**src/rtl/flow_hash_steer_pkg.sv**
```systemverilog
// Shared types and sizing for the flow hash steering block.
// The result record pairs the tuple with its hash and the queue ID it was steered to.
package flow_hash_steer_pkg;

    localparam int HASH_LAT    = 8;
    localparam int TBL_BITS    = 7;
    localparam int TBL_ENTRIES = 1 << TBL_BITS;
    localparam int QID_W       = 9;
    localparam int RES_DEPTH   = 16;

    typedef struct packed {
        logic [31:0] src_ip;
        logic [31:0] dst_ip;
        logic [15:0] src_port;
        logic [15:0] dst_port;
        logic [7:0]  proto;
    } tuple_t;

    typedef struct packed {
        tuple_t             tuple;
        logic [31:0]        hash;
        logic [QID_W-1:0]   qid;
    } result_t;

endpackage

```
**src/rtl/steer_fifo.sv**
```systemverilog
// Show-ahead FIFO with occupancy count; head reads 0 while empty, no write-through.
// A push into a full FIFO is accepted only when a pop frees the slot in the same cycle.
module steer_fifo #(
    parameter int W     = 8,
    parameter int DEPTH = 16,
    localparam int AW   = $clog2(DEPTH)
) (
    input  logic          clk,
    input  logic          rst,
    input  logic          i_push,
    input  logic [W-1:0]  i_dat,
    input  logic          i_pop,
    output logic [W-1:0]  o_dat,
    output logic [AW:0]   o_count
);

    localparam logic [AW:0] CNT_FULL = (AW+1)'(DEPTH);

    logic [W-1:0]  r_mem [DEPTH];
    logic [AW-1:0] r_wr_ptr;
    logic [AW-1:0] r_rd_ptr;
    logic [AW:0]   r_count;
    logic          w_empty;
    logic          w_full;
    logic          w_push;
    logic          w_pop;

    assign w_empty = (r_count == '0);
    assign w_full  = (r_count == CNT_FULL);
    assign w_pop   = i_pop && !w_empty;
    assign w_push  = i_push && (!w_full || w_pop);

    always_ff @(posedge clk) begin
        if (w_push) begin
            r_mem[r_wr_ptr] <= i_dat;
        end
    end

    always_ff @(posedge clk or negedge rst) begin
        if (!rst) begin
            r_wr_ptr <= '0;
            r_rd_ptr <= '0;
            r_count  <= '0;
        end else begin
            if (w_push) begin
                r_wr_ptr <= r_wr_ptr + AW'(1);
            end
            if (w_pop) begin
                r_rd_ptr <= r_rd_ptr + AW'(1);
            end
            r_count <= r_count + (AW+1)'(w_push) - (AW+1)'(w_pop);
        end
    end

    assign o_dat   = w_empty ? '0 : r_mem[r_rd_ptr];
    assign o_count = r_count;

endmodule

```
**src/rtl/flow_hash_steer.sv**
```systemverilog
// Pairs queued tuples with hashes from the 8-stage hash pipeline and steers them via an indirection table.
// Capture to out_valid is one cycle; stall throttles the hash pipeline and upstream when results back up.
module flow_hash_steer
    import flow_hash_steer_pkg::*;
(
    input  logic                 clk,
    input  logic                 rst,
    input  tuple_t               tuple_in,
    input  logic                 tuple_in_valid,
    output logic                 stall,
    input  logic [31:0]          hashed,
    input  logic                 hashed_valid,
    input  logic                 tbl_wr_en,
    input  logic [TBL_BITS-1:0]  tbl_wr_addr,
    input  logic [QID_W-1:0]     tbl_wr_data,
    output tuple_t               out_tuple,
    output logic [31:0]          out_hash,
    output logic [QID_W-1:0]     out_qid,
    output logic                 out_valid,
    input  logic                 out_ready,
    output logic                 err_order
);

    localparam int TUP_CW = $clog2(HASH_LAT) + 1;
    localparam int RES_CW = $clog2(RES_DEPTH) + 1;
    localparam int WARM_W = $clog2(HASH_LAT + 1);

    logic [QID_W-1:0]  r_tbl [TBL_ENTRIES];
    logic [WARM_W-1:0] r_warm_cnt;
    logic              r_stall;
    logic              r_stall_d1;
    logic              r_err_order;

    logic              w_accept;
    logic              w_warm_done;
    logic              w_capture;
    logic              w_tup_empty;
    logic              w_res_pop;
    tuple_t            w_tup_head;
    logic [TUP_CW-1:0] w_tup_cnt;
    result_t           w_res_push_dat;
    result_t           w_res_head;
    logic [RES_CW-1:0] w_res_cnt;
    logic [RES_CW-1:0] w_res_cnt_next;

    assign w_accept    = tuple_in_valid && !r_stall;
    assign w_warm_done = (r_warm_cnt == WARM_W'(HASH_LAT));
    // A result held by a frozen hash stage was already taken on the first stalled cycle.
    assign w_capture   = hashed_valid && w_warm_done && !r_stall_d1;
    assign w_tup_empty = (w_tup_cnt == '0);
    assign w_res_pop   = out_valid && out_ready;

    always_comb begin
        w_res_push_dat       = '0;
        w_res_push_dat.tuple = w_tup_head;
        w_res_push_dat.hash  = hashed;
        w_res_push_dat.qid   = r_tbl[hashed[TBL_BITS-1:0]];
    end

    assign w_res_cnt_next = w_res_cnt + RES_CW'(w_capture) - RES_CW'(w_res_pop);

    steer_fifo #(
        .W     ($bits(tuple_t)),
        .DEPTH (HASH_LAT)
    ) u_tup_fifo (
        .clk     (clk),
        .rst     (rst),
        .i_push  (w_accept),
        .i_dat   (tuple_in),
        .i_pop   (w_capture),
        .o_dat   (w_tup_head),
        .o_count (w_tup_cnt)
    );

    steer_fifo #(
        .W     ($bits(result_t)),
        .DEPTH (RES_DEPTH)
    ) u_res_fifo (
        .clk     (clk),
        .rst     (rst),
        .i_push  (w_capture),
        .i_dat   (w_res_push_dat),
        .i_pop   (w_res_pop),
        .o_dat   (w_res_head),
        .o_count (w_res_cnt)
    );

    always_ff @(posedge clk or negedge rst) begin
        if (!rst) begin
            for (int i = 0; i < TBL_ENTRIES; i++) begin
                r_tbl[i] <= '0;
            end
        end else if (tbl_wr_en) begin
            r_tbl[tbl_wr_addr] <= tbl_wr_data;
        end
    end

    // Stall one entry early: the capture already in flight on the first stalled cycle fills the last slot.
    always_ff @(posedge clk or negedge rst) begin
        if (!rst) begin
            r_warm_cnt  <= '0;
            r_stall     <= 1'b0;
            r_stall_d1  <= 1'b0;
            r_err_order <= 1'b0;
        end else begin
            if (!w_warm_done) begin
                r_warm_cnt <= r_warm_cnt + WARM_W'(1);
            end
            r_stall    <= (w_res_cnt_next >= RES_CW'(RES_DEPTH - 1));
            r_stall_d1 <= r_stall;
            if (w_capture && w_tup_empty) begin
                r_err_order <= 1'b1;
            end
        end
    end

    assign stall     = r_stall;
    assign err_order = r_err_order;
    assign out_valid = (w_res_cnt != '0);
    assign out_tuple = w_res_head.tuple;
    assign out_hash  = w_res_head.hash;
    assign out_qid   = w_res_head.qid;

endmodule
```
**config.mk**
```make
export PLATFORM = sky130hd
export DESIGN_NAME = flow_hash_steer
export DESIGN_NICKNAME = d
export VERILOG_FILES = /design/src/rtl/flow_hash_steer_pkg.sv /design/src/rtl/steer_fifo.sv /design/src/rtl/flow_hash_steer.sv
export SDC_FILE = /design/constraint.sdc
export NUM_CORES = 2
export LEC_CHECK = 0
export CAP_MARGIN = 40
export CORE_MARGIN = 2
export CORE_UTILIZATION = 40
export CTS_CLUSTER_SIZE = 12
export DETAILED_ROUTE_END_ITERATION = 10
export GPL_TIMING_DRIVEN = 1
export HOLD_SLACK_MARGIN = 0.08
export PLACE_DENSITY = 0.58
export SYNTH_ARGS = -nofsm -noshare
export SYNTH_HDL_FRONTEND = slang
export SYNTH_HIERARCHICAL = 1
export SYNTH_SLANG_ARGS = --single-unit
```
**constraint.sdc**
```tcl
create_clock -name clk -period 14.1 [get_ports clk]
set_input_delay 2.82 -clock clk [delete_from_list [all_inputs] [get_ports clk]]
set_output_delay 2.82 -clock clk [all_outputs]
set_load 0.01 [all_outputs]
```
==> reports/metrics.csv <==
metric,value,unit
rsz0062_at_grt,false,
antenna_left,0,
cts_sinks,4334,
drv_cap,0,
clkTransAtPathRegs,0.06,ns
setup_viol,0,
grt_pass1_wl,655000,um
drive_gt1_share,30.4,%
critPathLaunchType,flip-flop,
cp.arrival,5.60,ns
timing_hold_violations_final,0,
fin_cells,14800,
startpoint,u_res_fifo/r_rd_ptr[0],
reg2reg_to,u_res_fifo/r_mem[14][65],
synth_edf_count,3152,
rrSetupSlack,9.09,ns
layout_common_cells,"edfxtp_1, dfrtp_1, mux4_2",
coreArea,431000,um^2
vias_per_cell,5.76,
worstRegToRegCells,9,
cts_made_buffers,454,
ys_seq_area_share,71.6,%
synth_cells,8223,
final_util,46.0,%
drv_slew,0,
fmax,0.119,GHz
yosys.area_share.xor_xnor,0.111,%
p_leak,71.2,nW
grt_max_degree,193,
synth_top_family_by_area,multiplexers,
synth.area.mux_share,23.6,%
fp.dieH,662,um
syn2layout_area_growth,14.3,%
async_reset_ff_share,27.3,%
status,finished clean,
synth-compound-area-share,1.28,%
fin_nets,8899,
row_count,241,
min_path_type,reg2reg,
die_area,439000,um^2
track_usage,20.4,%
dp_cells,14000,
synth.top_cell.area_share,54.6,%
crit_required,11.28,ns
synthDistinctLibCells,50,
grt_pass1_vias,89800,
htree_levels,5,
firstDrtPassIters,5,
rr_startpoint,u_res_fifo/o_count[2],
min_period,8.42,ns
syn_area_per_cell,21.1,um^2
ys.flop_type,edfxtp_1,
cp_max_fo,103,
drcViolationCount,0,
initial_core_util,40.2,%
ctsHoldBuffers,0,
cts_root_buffer,clkbuf_16,
clk_latency,1.02,ns
wl_per_cell,30.7,um
vdd_drop_max,167,uV
synth-adder-area-share,0.222,%
power.density,195,nW/um^2
fin_skew,0.0939,ns
post-route-period-util,59.7,%
slew_headroom,25.6,%
wl,453000,um
cts_tree,done,
worstMarginPinSlew,1.12,ns
gp_congestion,0.762,
cts_buffer_depth,4,
synth-simple-area-share,1.47,%
ios,306,
portBuffers,305,
fin_tns_setup,0,ns
gr-total-overflow,0,
ys_warn_count,6,
yosys.area.top_type,edfxtp_1,
cts_resized,0,
die_w,662,um
vias,85200,
dp_hpwl,262000,um
drt-initial-drc-count,7793,
end_kind,output port,
synth.area.top_cells,"edfxtp_1, dfrtp_1, mux4_2, mux2_2, mux2_1",
endpoint,out_hash[27],
postCtsSetupBuffers,0,
netlist_area,173000,um^2
synth_fp_nets,8410,
antenna_found_initial,86,
path_class,reg2out,
layout_commonest_cell,edfxtp_1,
ys_ff_latch,4334,
==> cell usage after synthesis (3+ instances only) <==
| master | count |
|---|---|
| buf_1 | 32 |
| mux4_2 | 1166 |
| buf_6 | 56 |
| o211ai_1 | 139 |
| mux2_2 | 653 |
| nor2_1 | 67 |
| nand2b_1 | 12 |
| nor3_1 | 16 |
| fa_1 | 3 |
| edfxtp_1 | 3152 |
| a21oi_1 | 5 |
| ha_1 | 26 |
| mux2_1 | 512 |
| nor3_2 | 5 |
| nand3_1 | 301 |
| buf_4 | 37 |
| a21o_1 | 4 |
| nor2b_1 | 10 |
| mux2i_1 | 146 |
| inv_1 | 23 |
| and2_1 | 3 |
| o211ai_2 | 11 |
| dfrtp_1 | 1182 |
| nor4_1 | 4 |
| a22o_1 | 104 |
| or2_1 | 5 |
| xnor2_1 | 17 |
| buf_8 | 7 |
| xor2_1 | 5 |
| o21ai_0 | 3 |
| clkbuf_1 | 238 |
| nand2_1 | 92 |
| buf_2 | 164 |
==> critical path, stage by stage (launching register included) <==
cell and delay (ns):
dfrtp_4 0.99, buf_12 0.73, buf_4 0.68, buf_4 0.68, mux4_2 0.58, nand3_1 0.09
o211ai_1 0.18, clkdlybuf4s50_1 0.54
==> layout make-up <==
| class | count | area, um^2 |
|---|---|---|
| Antenna cell | 34 | 85.1 |
| Clock buffer | 611 | 12300 |
| Clock inverter | 177 | 1530 |
| Fill cell | 35800 | 233000 |
| Inverter | 23 | 86.3 |
| Multi-Input combinational cell | 3328 | 46500 |
| Sequential cell | 4334 | 124000 |
| Tap cell | 5710 | 7140 |
| Timing Repair Buffer | 571 | 6350 |
==> worst min path at each step <==
stage / from / to / slack, ns / cells past startpoint
floorplan: stall / r_stall_d1 / 0.44 / 0
finish: err_order / err_order / 0.47 / 1
global route: r_tbl[648] / r_tbl[648] / 0.49 / 1
detailed placement: err_order / err_order / 0.45 / 1
CTS: err_order / err_order / 0.47 / 1
global placement: r_tbl[299] / r_tbl[299] / 0.46 / 1
==> sequential cells by signal (all words and copies together), names as in the netlist <==
register	flops
u_tup_fifo/r_mem	832
r_tbl	1152
u_tup_fifo/o_count	4
u_res_fifo/r_wr_ptr	4
u_tup_fifo/r_wr_ptr	3
stall	1
u_res_fifo/r_mem	2320
u_res_fifo/r_rd_ptr	4
err_order	1
u_tup_fifo/r_rd_ptr	3
u_res_fifo/o_count	5
r_warm_cnt	4
r_stall_d1	1
==> power breakdown <==
| part | switching (mW) | internal [mW] | leakage (nW) |
|---|---|---|---|
| clock | 4.86 | 6.39 | 6.74 |
| combinational | 6.50 | 4.35 | 20.0 |
| sequential | 0.429 | 16.0 | 44.5 |
| total | 11.8 | 26.8 | 71.2 |
==> metal layers <==
| metal | part of all wire [%] | vias to the layer above | GRT usage [%] |
|---|---|---|---|
| met5 | 0.023 | - | 0 |
| met4 | 2.5 | 16 | 4.99 |
| met3 | 6.4 | 632 | 3.80 |
| met2 | 49 | 2654 | 33.5 |
| met1 | 42 | 47100 | 28.2 |
| li1 | - | 34700 | - |
==> cells by family after synthesis <==
family / Yosys count
flip-flops: 4334
multiplexers: 2477
buffers and inverters: 561
AND/OR/NAND/NOR: 528
AO/OA/AOI/OAI: 272
adder cells (fa/ha/maj): 29
XOR/XNOR: 22
==> per-stage QoR <==
step / hold WS, ns / instance area (um^2) / power, mW / worst slack (ns)
floorplan: 0.435 / 173000 / 23.2 / 2.19
global placement: 0.462 / 183000 / 27.3 / 6.34
detailed placement: 0.451 / 184000 / 27.7 / 6.52
CTS: 0.474 / 198000 / 39.0 / 5.42
global route: 0.488 / 198000 / 40.1 / 5.27
finish: 0.466 / 198000 / 38.6 / 5.68
No activity file was read; power rests on OpenSTA's default activity.
